==> src/rtl/q_fxp_pkg.sv <==
// Shared fixed-point constants and helpers for the Q-learning update datapath.
// Helpers work on a wide signed accumulator so callers can clamp any width up to ACC_W.
package q_fxp_pkg;

   localparam int FRAC_BITS_DEF = 16;
   localparam int COEF_W_DEF    = FRAC_BITS_DEF + 1;
   localparam int ACC_W         = 128;

   localparam logic [COEF_W_DEF-1:0] FXP_0P5 = 17'h08000;
   localparam logic [COEF_W_DEF-1:0] FXP_0P9 = 17'h0E666;
   localparam logic [COEF_W_DEF-1:0] FXP_1P0 = 17'h10000;

   typedef logic signed [ACC_W-1:0] acc_t;

   // Clamp x into the signed range of a w-bit two's complement number.
   function automatic acc_t sat_to_width(input acc_t x, input int w);
      acc_t hi;
      acc_t lo;
      acc_t r;
      hi = (acc_t'(1) <<< (w - 1)) - acc_t'(1);
      lo = -(acc_t'(1) <<< (w - 1));
      r  = x;
      if (x > hi) begin
         r = hi;
      end else if (x < lo) begin
         r = lo;
      end
      return r;
   endfunction

   function automatic acc_t rshift_round(input acc_t x, input int f, input bit rnd);
      acc_t b;
      b = x;
      if (rnd && (f > 0)) begin
         b = x + (acc_t'(1) <<< (f - 1));
      end
      return b >>> f;
   endfunction

endpackage

==> src/rtl/fxp_mul_shift.sv <==
// Signed data times unsigned fixed-point coefficient, scaled back by >>>F with
// optional round-half-up, then clamped to OW bits with a clamp flag.
module fxp_mul_shift
   import q_fxp_pkg::*;
#(
   parameter int DW    = 32,
   parameter int CW    = 17,
   parameter int F     = 16,
   parameter int OW    = 33,
   parameter int ROUND = 0
) (
   input  logic signed [DW-1:0] data_i,
   input  logic        [CW-1:0] coef_i,
   output logic signed [OW-1:0] res_o,
   output logic                 sat_o
);

   localparam int PW = DW + CW + 1;

   logic signed [PW-1:0] data_ext;
   logic signed [PW-1:0] coef_ext;
   logic signed [PW-1:0] prod;
   acc_t                 prod_ext;
   acc_t                 shifted;
   acc_t                 clamped;

   assign data_ext = {{(CW + 1){data_i[DW-1]}}, data_i};
   assign coef_ext = {{(DW + 1){1'b0}}, coef_i};
   assign prod     = data_ext * coef_ext;
   assign prod_ext = acc_t'(prod);
   assign shifted  = rshift_round(prod_ext, F, ROUND != 0);
   assign clamped  = sat_to_width(shifted, OW);
   assign res_o    = clamped[OW-1:0];
   assign sat_o    = (clamped != shifted);

endmodule

==> src/rtl/q_update_pipe.sv <==
// Four-stage fixed-point Q-update: q_new = q + alpha*(r + gamma*max_q - q).
// One beat per cycle; a single advance enable stalls every stage together.
module q_update_pipe
   import q_fxp_pkg::*;
#(
   parameter int                 DATA_WIDTH = 32,
   parameter int                 FRAC_BITS  = FRAC_BITS_DEF,
   parameter int                 TAG_WIDTH  = 8,
   parameter int                 ROUND      = 0,
   parameter logic [FRAC_BITS:0] ALPHA_INIT = FXP_0P5,
   parameter logic [FRAC_BITS:0] GAMMA_INIT = FXP_0P9,
   parameter int                 SATC_WIDTH = 16
) (
   input  logic                  clk,
   input  logic                  rst,
   input  logic                  cfg_we,
   input  logic [FRAC_BITS:0]    cfg_alpha,
   input  logic [FRAC_BITS:0]    cfg_gamma,
   input  logic                  i_valid,
   output logic                  o_ready,
   input  logic [DATA_WIDTH-1:0] i_q,
   input  logic [DATA_WIDTH-1:0] i_max_q,
   input  logic [DATA_WIDTH-1:0] i_rt,
   input  logic [TAG_WIDTH-1:0]  i_tag,
   output logic                  o_valid,
   input  logic                  i_ready,
   output logic [DATA_WIDTH-1:0] o_q_new,
   output logic [TAG_WIDTH-1:0]  o_tag,
   output logic                  o_sat,
   output logic [SATC_WIDTH-1:0] o_sat_count
);

   localparam int W  = DATA_WIDTH;
   localparam int F  = FRAC_BITS;
   localparam int CW = FRAC_BITS + 1;

   logic                 adv;
   logic [CW-1:0]        alpha_q, gamma_q;

   logic                 s1_valid_q, s1_sat_q;
   logic signed [W:0]    s1_d_q, s1_pg_q;
   logic [W-1:0]         s1_q_q;
   logic [TAG_WIDTH-1:0] s1_tag_q;
   logic [CW-1:0]        s1_alpha_q;

   logic                 s2_valid_q, s2_sat_q;
   logic signed [W+1:0]  s2_td_q;
   logic [W-1:0]         s2_q_q;
   logic [TAG_WIDTH-1:0] s2_tag_q;
   logic [CW-1:0]        s2_alpha_q;

   logic                 s3_valid_q, s3_sat_q;
   logic signed [W+1:0]  s3_u_q;
   logic [W-1:0]         s3_q_q;
   logic [TAG_WIDTH-1:0] s3_tag_q;

   logic                 o_valid_q, o_sat_q;
   logic [W-1:0]         o_q_new_q;
   logic [TAG_WIDTH-1:0] o_tag_q;
   logic [SATC_WIDTH-1:0] sat_cnt_q;

   logic signed [W:0]    d_d, pg_d;
   logic                 pg_sat_d;
   logic signed [W+1:0]  td_d, u_d;
   logic                 u_sat_d;
   logic signed [W+2:0]  sum_d;
   acc_t                 sum_ext, sum_cl;
   logic [W-1:0]         q_new_d;
   logic                 sat_d;

   assign adv     = !o_valid_q || i_ready;
   assign o_ready = adv;

   assign d_d = {i_rt[W-1], i_rt} - {i_q[W-1], i_q};

   // The gamma product cannot exceed W+1 bits for coefficients below 2.0, but
   // its clamp flag is still folded into the beat's saturation status.
   fxp_mul_shift #(.DW(W), .CW(CW), .F(F), .OW(W + 1), .ROUND(ROUND)) u_gamma_mul (
      .data_i (i_max_q),
      .coef_i (gamma_q),
      .res_o  (pg_d),
      .sat_o  (pg_sat_d)
   );

   assign td_d = {s1_pg_q[W], s1_pg_q} + {s1_d_q[W], s1_d_q};

   fxp_mul_shift #(.DW(W + 2), .CW(CW), .F(F), .OW(W + 2), .ROUND(ROUND)) u_alpha_mul (
      .data_i (s2_td_q),
      .coef_i (s2_alpha_q),
      .res_o  (u_d),
      .sat_o  (u_sat_d)
   );

   assign sum_d   = {{3{s3_q_q[W-1]}}, s3_q_q} + {s3_u_q[W+1], s3_u_q};
   assign sum_ext = acc_t'(sum_d);
   assign sum_cl  = sat_to_width(sum_ext, W);
   assign q_new_d = sum_cl[W-1:0];
   assign sat_d   = s3_sat_q || (sum_cl != sum_ext);

   always_ff @(posedge clk) begin
      if (rst) begin
         alpha_q    <= ALPHA_INIT;
         gamma_q    <= GAMMA_INIT;
         s1_valid_q <= 1'b0;  s1_sat_q <= 1'b0;  s1_d_q <= '0;  s1_pg_q <= '0;
         s1_q_q     <= '0;    s1_tag_q <= '0;    s1_alpha_q <= '0;
         s2_valid_q <= 1'b0;  s2_sat_q <= 1'b0;  s2_td_q <= '0;
         s2_q_q     <= '0;    s2_tag_q <= '0;    s2_alpha_q <= '0;
         s3_valid_q <= 1'b0;  s3_sat_q <= 1'b0;  s3_u_q <= '0;
         s3_q_q     <= '0;    s3_tag_q <= '0;
         o_valid_q  <= 1'b0;  o_sat_q  <= 1'b0;  o_q_new_q <= '0;  o_tag_q <= '0;
         sat_cnt_q  <= '0;
      end else begin
         if (cfg_we) begin
            alpha_q <= cfg_alpha;
            gamma_q <= cfg_gamma;
         end
         if (adv) begin
            s1_valid_q <= i_valid;
            s1_sat_q   <= pg_sat_d;
            s1_d_q     <= d_d;
            s1_pg_q    <= pg_d;
            s1_q_q     <= i_q;
            s1_tag_q   <= i_tag;
            s1_alpha_q <= alpha_q;

            s2_valid_q <= s1_valid_q;
            s2_sat_q   <= s1_sat_q;
            s2_td_q    <= td_d;
            s2_q_q     <= s1_q_q;
            s2_tag_q   <= s1_tag_q;
            s2_alpha_q <= s1_alpha_q;

            s3_valid_q <= s2_valid_q;
            s3_sat_q   <= s2_sat_q || u_sat_d;
            s3_u_q     <= u_d;
            s3_q_q     <= s2_q_q;
            s3_tag_q   <= s2_tag_q;

            o_valid_q  <= s3_valid_q;
            o_sat_q    <= sat_d;
            o_q_new_q  <= q_new_d;
            o_tag_q    <= s3_tag_q;
         end
         if (o_valid_q && i_ready && o_sat_q && !(&sat_cnt_q)) begin
            sat_cnt_q <= sat_cnt_q + 1'b1;
         end
      end
   end

   assign o_valid     = o_valid_q;
   assign o_q_new     = o_q_new_q;
   assign o_tag       = o_tag_q;
   assign o_sat       = o_sat_q;
   assign o_sat_count = sat_cnt_q;

endmodule

==> config.mk <==
export PLATFORM = sky130hd
export DESIGN_NAME = q_update_pipe
export DESIGN_NICKNAME = d
export VERILOG_FILES = /design/src/rtl/q_fxp_pkg.sv /design/src/rtl/fxp_mul_shift.sv /design/src/rtl/q_update_pipe.sv
export SDC_FILE = /design/constraint.sdc
export NUM_CORES = 2
export LEC_CHECK = 0
export CORE_ASPECT_RATIO = 1.5
export CORE_UTILIZATION = 60
export CTS_BUF_LIST = sky130_fd_sc_hd__clkbuf_8
export DETAILED_ROUTE_END_ITERATION = 8
export HOLD_SLACK_MARGIN = 0.03
export PLACE_DENSITY = 0.78
export SYNTH_ARGS = -nofsm -noshare
export SYNTH_HDL_FRONTEND = slang
export SYNTH_SLANG_ARGS = --single-unit
==> constraint.sdc <==
create_clock -name clk -period 8.22 [get_ports clk]
set_input_delay 0.822 -clock clk [delete_from_list [all_inputs] [get_ports clk]]
set_output_delay 0.822 -clock clk [all_outputs]
set_load 0.02 [all_outputs]
After elaboration in Yosys (flattened, before gate mapping). Index checks and enable logic that the tools add are counted.

$add $sub $neg: 4. $mul: 2. Order comparisons: 6. Equality and inequality tests: 3. Muxes and demuxes: 6. Reductions and logical operators: 9.

Operators with widths (count): 128-bit 2-to-1 mux (6); 128-bit by 34-bit != test with 1-bit output (1); 128-bit by 35-bit != test with 1-bit output (1); 128-bit by 36-bit != test with 1-bit output (1); 34-bit by 18-bit multiplier with 52-bit output (1); 32-bit by 18-bit multiplier with 50-bit output (1); 36-bit by 34-bit greater-than comparator with 1-bit output, second input constant (1); 36-bit by 34-bit less-than comparator with 1-bit output, second input constant (1); 32-bit by 34-bit adder with 35-bit output (1); 35-bit by 32-bit greater-than comparator with 1-bit output, second input constant (1); 35-bit by 32-bit less-than comparator with 1-bit output, second input constant (1); 33-bit by 33-bit adder with 34-bit output (1); 34-bit by 33-bit greater-than comparator with 1-bit output, second input constant (1); 34-bit by 33-bit less-than comparator with 1-bit output, second input constant (1); 32-bit by 32-bit subtractor with 33-bit output (1); 16-bit by 1-bit adder with 16-bit output, second input constant (1); 16-bit AND reduction (1); 1-bit logical AND (3); 1-bit logical OR (3); 1-bit logical NOT (2).

Register bits after elaboration: 386. Bits of input ports: 143. Word-level logic and storage cells: 55.

Depth between registers and ports, before layout.
Depth in word-level cells: 6. Depth in mapped cells: 32.

Cells and area by module. A second synthesis with hierarchy kept.

Cells, all modules: 7066. Area total of the unflattened synthesis: 59326.9 um^2.

By module, submodules not included: fxp_mul_shift at u_alpha_mul (times used 1, cells each 2457, area each 20927.6 um^2, seq. area each 0.0 um^2); fxp_mul_shift at u_gamma_mul (times used 1, cells each 2223, area each 19677.6 um^2, seq. area each 0.0 um^2); q_update_pipe (times used 1, cells each 2386, area each 18721.7 um^2, seq. area each 7727.4 um^2).

Least setup slack after synthesis. No wires, ideal clock.

Path kind: register to register. From: register s2_td_q[33]. To: register s3_u_q[22]. Library setup time: 0.132 ns. Arrival: 7.391 ns. Required time: 8.088 ns. Path slack: 0.697 ns. Stages on the path, launching flop included: 31. Buffers on the path: 5. Period minus slack after synthesis: 7.523 ns. Path through: dfxtp_1 clkbuf_1 clkbuf_1 nand2_1 inv_1 fa_1 fa_1 fa_1 fa_1 fa_1 inv_1 fa_1 inv_1 ha_1 clkbuf_1 nand2_1 nor2_1 a221oi_1 o21ai_0 a221oi_1 o31ai_1 a21o_1 a21oi_1 xor2_1 nand3b_1 ha_1 clkbuf_1 clkbuf_1 nor2_1 nor2_1 nor3_1.

Cells in the longest elaborated chain, start to end: 4. Elaborated cells on any way between the ends: 5.

Ends and longest elaborated chain: start, declared (RTL line q_update_pipe.sv:47) `logic signed [W+1:0] s2_td_q;`; start signal, assigned (RTL line q_update_pipe.sv:128) `s2_td_q <= td_d;`; 34-bit by 18-bit multiplier with 52-bit output * (RTL line fxp_mul_shift.sv:29) `assign prod = data_ext * coef_ext;`; 36-bit by 34-bit less-than comparator with 1-bit output (RTL line q_fxp_pkg.sv:25) `end else if (x < lo) begin`; 128-bit 2-to-1 mux (RTL line q_fxp_pkg.sv:25); 128-bit 2-to-1 mux * (RTL line q_fxp_pkg.sv:23) `if (x > hi) begin`; end signal, assigned (RTL line q_update_pipe.sv:135) `s3_u_q <= u_d;`; end, declared (RTL line q_update_pipe.sv:53) `logic signed [W+1:0] s3_u_q;`.

Every way passes the cells marked *; elsewhere a longest branch is shown, timed or not. A chain may end at the register's enable or synchronous reset.

Final worst setup path.
From: register s2_td_q[9]. To: register s3_sat_q.

Cells in the longest elaborated chain, start to end: 6. Elaborated cells on any way between the ends: 7.

Ends and longest elaborated chain: 34-bit by 18-bit multiplier with 52-bit output * (RTL line fxp_mul_shift.sv:29); 36-bit by 34-bit less-than comparator with 1-bit output (RTL line q_fxp_pkg.sv:25); 128-bit 2-to-1 mux (RTL line q_fxp_pkg.sv:25); 128-bit 2-to-1 mux (RTL line q_fxp_pkg.sv:23); 128-bit by 36-bit != test with 1-bit output * (RTL line fxp_mul_shift.sv:34) `assign sat_o = (clamped != shifted);`; 1-bit logical OR * (RTL line q_update_pipe.sv:134) `s3_sat_q <= s2_sat_q || u_sat_d;`; end signal, assigned (RTL line q_update_pipe.sv:134); end, declared (RTL line q_update_pipe.sv:52) `logic s3_valid_q, s3_sat_q;`.

Marked as above.

==> impl_metrics.py <==
metrics = {
    "outcome": {
        "status": "finished, final reports clean",
    },
    "global_route": {
        "grtUsageMet2": 0.622,
        "grt_pass1_wl_um": 253000,
        "grt_pass1_vias": 50172,
        "grtUsageTotal": 0.340,
        "antenna_found_initial": 2,
        "grt_remaining_overflow": 0,
        "grt.busiest_layer": "met2",
        "grtUsageMet1": 0.362,
        "grt_max_degree": 104,
        "grt_util_met3": 0.0482,
    },
    "timing": {
        "rsz0062_at_grt": "no",
        "worst_pin_slew_ns": 1.14,
        "fmax_mhz": 126,
        "fin_ws_ns": 0.268,
        "fin_crit_sh": 0.967,
        "hold_viol": 0,
        "relSlewSlack": 0.240,
        "setup_viol": 0,
        "drv_slew": 0,
        "period_minus_slack_ns": 7.95,
        "finClkSkew_ns": 0.0514,
    },
    "synthesis": {
        "yosysUniqueCellTypes": 81,
        "ys_seq_area_frac": 0.136,
        "syn_inst": 6772,
        "muxShareOfSynthArea": 0.00499,
        "synth_area_um2": 56900,
        "synth_xor_area_frac": 0.0262,
        "syn_nets": 8322,
        "synth_edf_count": 0,
        "ys_ff_latch": 386,
        "ys.flop_type": "dfxtp_1",
        "avgSynthCellArea_um2": 8.40,
        "synth_top_family_by_area": "adder cells",
        "synth_fa_ha_area_frac": 0.451,
        "synth_simple_gate_area_share": 0.182,
        "yosys_warnings": 0,
        "ys_async_sr_fraction": 0,
        "synth_compound_area_frac": 0.0916,
    },
    "min_path": {
        "hold_path_class": "register to register",
        "hold_depth": 2,
    },
    "route": {
        "first_pass_iters": 5,
        "dr_total_vias": 46303,
        "drt_iter0_markers": 2907,
        "drtAntennaViolNets": 0,
        "drt_wl_total_um": 158000,
        "via_per_inst": 5.60,
        "avgRoutedWirePerCell_um": 19.1,
        "drc": 0,
    },
    "floorplan": {
        "die-area_um2": 96100,
        "die_w_um": 253,
        "die_h_um": 379,
        "row_count": 138,
        "start_util": 0.605,
        "ios": 202,
        "design.core.area_um2": 94100,
    },
    "run": {
        "maxCapViolCount": 0,
    },
    "place": {
        "port-buffer-count": 201,
        "dp_slack_ns": -0.0680,
        "hpwl_um": 128000,
        "place_congestion": 0.980,
    },
    "critical_path": {
        "crit_type": "register to register",
        "path_delay_family": "adder cells",
        "worst_path_largest_cell_delay_ns": 0.83,
        "worst-endpoint-required_ns": 8.80,
        "cp_data_arrival_time_ns": 8.53,
        "cp_num_cells": 26,
        "endpoint_kind": "register",
        "worst_r2r_path_depth": 26,
        "cp_slowest_cell": "dfxtp_1",
        "cp.buffers_inverters": 6,
        "cp-start-kind": "register",
        "path_max_fanout": 14,
        "crit_top_cell": "fa_1",
    },
    "clock_network": {
        "clock_path_buffers": 3,
        "cts_setup_buffers": 0,
        "h-tree-depth": 3,
        "cts_resized": 0,
        "clockRootBuffer": "clkbuf_8",
        "clock_latency_ns": 0.75,
        "cts_made_buffers": 67,
        "cts_tree": "built",
        "cts_hold_buf": 0,
        "clkSinkCount": 386,
        "clkTransAtPathRegs_ns": 0.07,
    },
    "power_and_ir_drop": {
        "peakVddDrop_v": 0.00105,
        "power.density_nw_per_um2": 450,
        "power_mw": 28.4,
        "cellLeakagePower_nw": 31.6,
    },
    "layout": {
        "num-nets-final": 8505,
        "syn_to_final_growth_pct": 10.8,
        "drive_gt1_frac": 0.0582,
    },
}
[cell families after synthesis]
logic type,Yosys count
AND/OR/NAND/NOR,2281
multiplexers,28
AO/OA/AOI/OAI,854
buffers and inverters,1646
XOR/XNOR,170
flip-flops,386
adder cells (fa/ha/maj),1407
[report_power, final]
part	switching [mW]	leakage, nW	internal [mW]
logic	13.1	27.6	10.2
clock network	0.957	0.850	1.23
registers	0.499	3.19	2.41
total	14.5	31.6	13.9
[worst paths after layout]
| check | start | endpoint | slack [ns] |
|---|---|---|---|
| hold reg to reg | s1_q_q[4] | s2_q_q[4] | 0.44 |
| hold / removal | s1_q_q[4] | s2_q_q[4] | 0.44 |
| setup reg to reg | s2_td_q[9] | s3_sat_q | 0.27 |
| setup / recovery | s2_td_q[9] | s3_sat_q | 0.27 |
[per-stage QoR]
stage          hold WS, ns  cells  cell area [um2]   util  TNS (ns)
3_3_place_gp         0.436   8146            61400  0.653         0
5_1_grt              0.442   8270            63100  0.670         0
6_report             0.442   8271            63100  0.670         0
2_1_floorplan        0.429   6772            56900      -         0
3_5_place_dp         0.444   8146            61400  0.653    -0.722
4_1_cts              0.433   8269            63100  0.670         0
[per-layer routing]
| layer | vias up | wire [um] |
|---|---|---|
| li1 | 20917 | - |
| met1 | 22959 | 54900 |
| met2 | 1750 | 82400 |
| met3 | 675 | 8990 |
| met4 | 2 | 11400 |
| met5 | - | 11 |
[cells in the final DEF, fill, tap and decap left out, drive strengths merged, types with 7 or more instances in the layout]
cell           instances
a211o                 15
a211oi                38
a21boi                 9
a21o                  86
a21oi                404
a31oi                 20
a41oi                  7
and2                 466
and3                  26
buf                  250
bufinv                 9
clkbuf                82
clkdlybuf4s50        199
clkinv                15
dfxtp                386
fa                  1071
ha                   336
inv                 1323
mux2i                 25
nand2               1241
nand2b                28
nand3                 41
nand4                 27
nor2                 294
nor2b                 31
nor3                  73
nor4                   8
o211ai                12
o21a                  34
o21ai                136
o21bai                24
o31ai                  8
or3                   16
xnor2                106
xor2                  64
[layout make-up]
| type | count | area, um2 |
|---|---|---|
| diodes | 2 | 5.00 |
| clock buffers | 82 | 1130 |
| clock inverters | 41 | 513 |
| fillers | 7638 | 31000 |
| inverters | 1311 | 4930 |
| multi-input cells | 4740 | 43000 |
| flip-flops and latches | 386 | 7730 |
| well taps | 1260 | 1580 |
| repair buffers | 449 | 4170 |
[registers in the layout, summed over array words and instances (netlist names), 8 cells and up]
register,flops
s1_d_q,33
s1_pg_q,33
o_sat_count,16
o_tag,8
s2_tag_q,8
s2_alpha_q,17
s2_td_q,34
s1_q_q,32
s2_q_q,32
alpha_q,17
s3_tag_q,8
s1_tag_q,8
gamma_q,17
o_q_new,32
s3_u_q,34
s3_q_q,32
s1_alpha_q,17
[worst register-to-register path, delay by kind of cell, from the launching register on]
kind | cells | cell delay [ns]
AO/OA/AOI/OAI | 4 | 0.82
XOR/XNOR | 1 | 0.27
adder cells (fa/ha/maj) | 7 | 3.16
buffers and inverters | 6 | 0.67
flip-flops | 1 | 0.83
AND/OR/NAND/NOR | 8 | 2.08
[cell usage after synthesis, drive strengths merged (12+ instances only)]
library cell / number / share of area
dfxtp: 386 / 0.14
mux2i: 25 / 0.0044
nor2: 294 / 0.019
inv: 1311 / 0.086
o21bai: 24 / 0.0032
xor2: 64 / 0.0098
nand3: 41 / 0.0038
a31oi: 20 / 0.0022
buf: 19 / 0.0015
o21a: 34 / 0.0045
fa: 1071 / 0.38
clkbuf: 316 / 0.021
nand2b: 28 / 0.0031
nor2b: 31 / 0.0034
and2: 466 / 0.051
a211o: 15 / 0.0023
a21oi: 404 / 0.036
o21ai: 136 / 0.012
nand2: 1241 / 0.082
ha: 336 / 0.074
xnor2: 106 / 0.016
or3: 16 / 0.0018
a211oi: 38 / 0.0051
and3: 26 / 0.0029
o211ai: 12 / 0.0016
nand4: 27 / 0.0030
nor3: 73 / 0.0065
a21o: 86 / 0.011
Power figures use the tool's default switching activity.
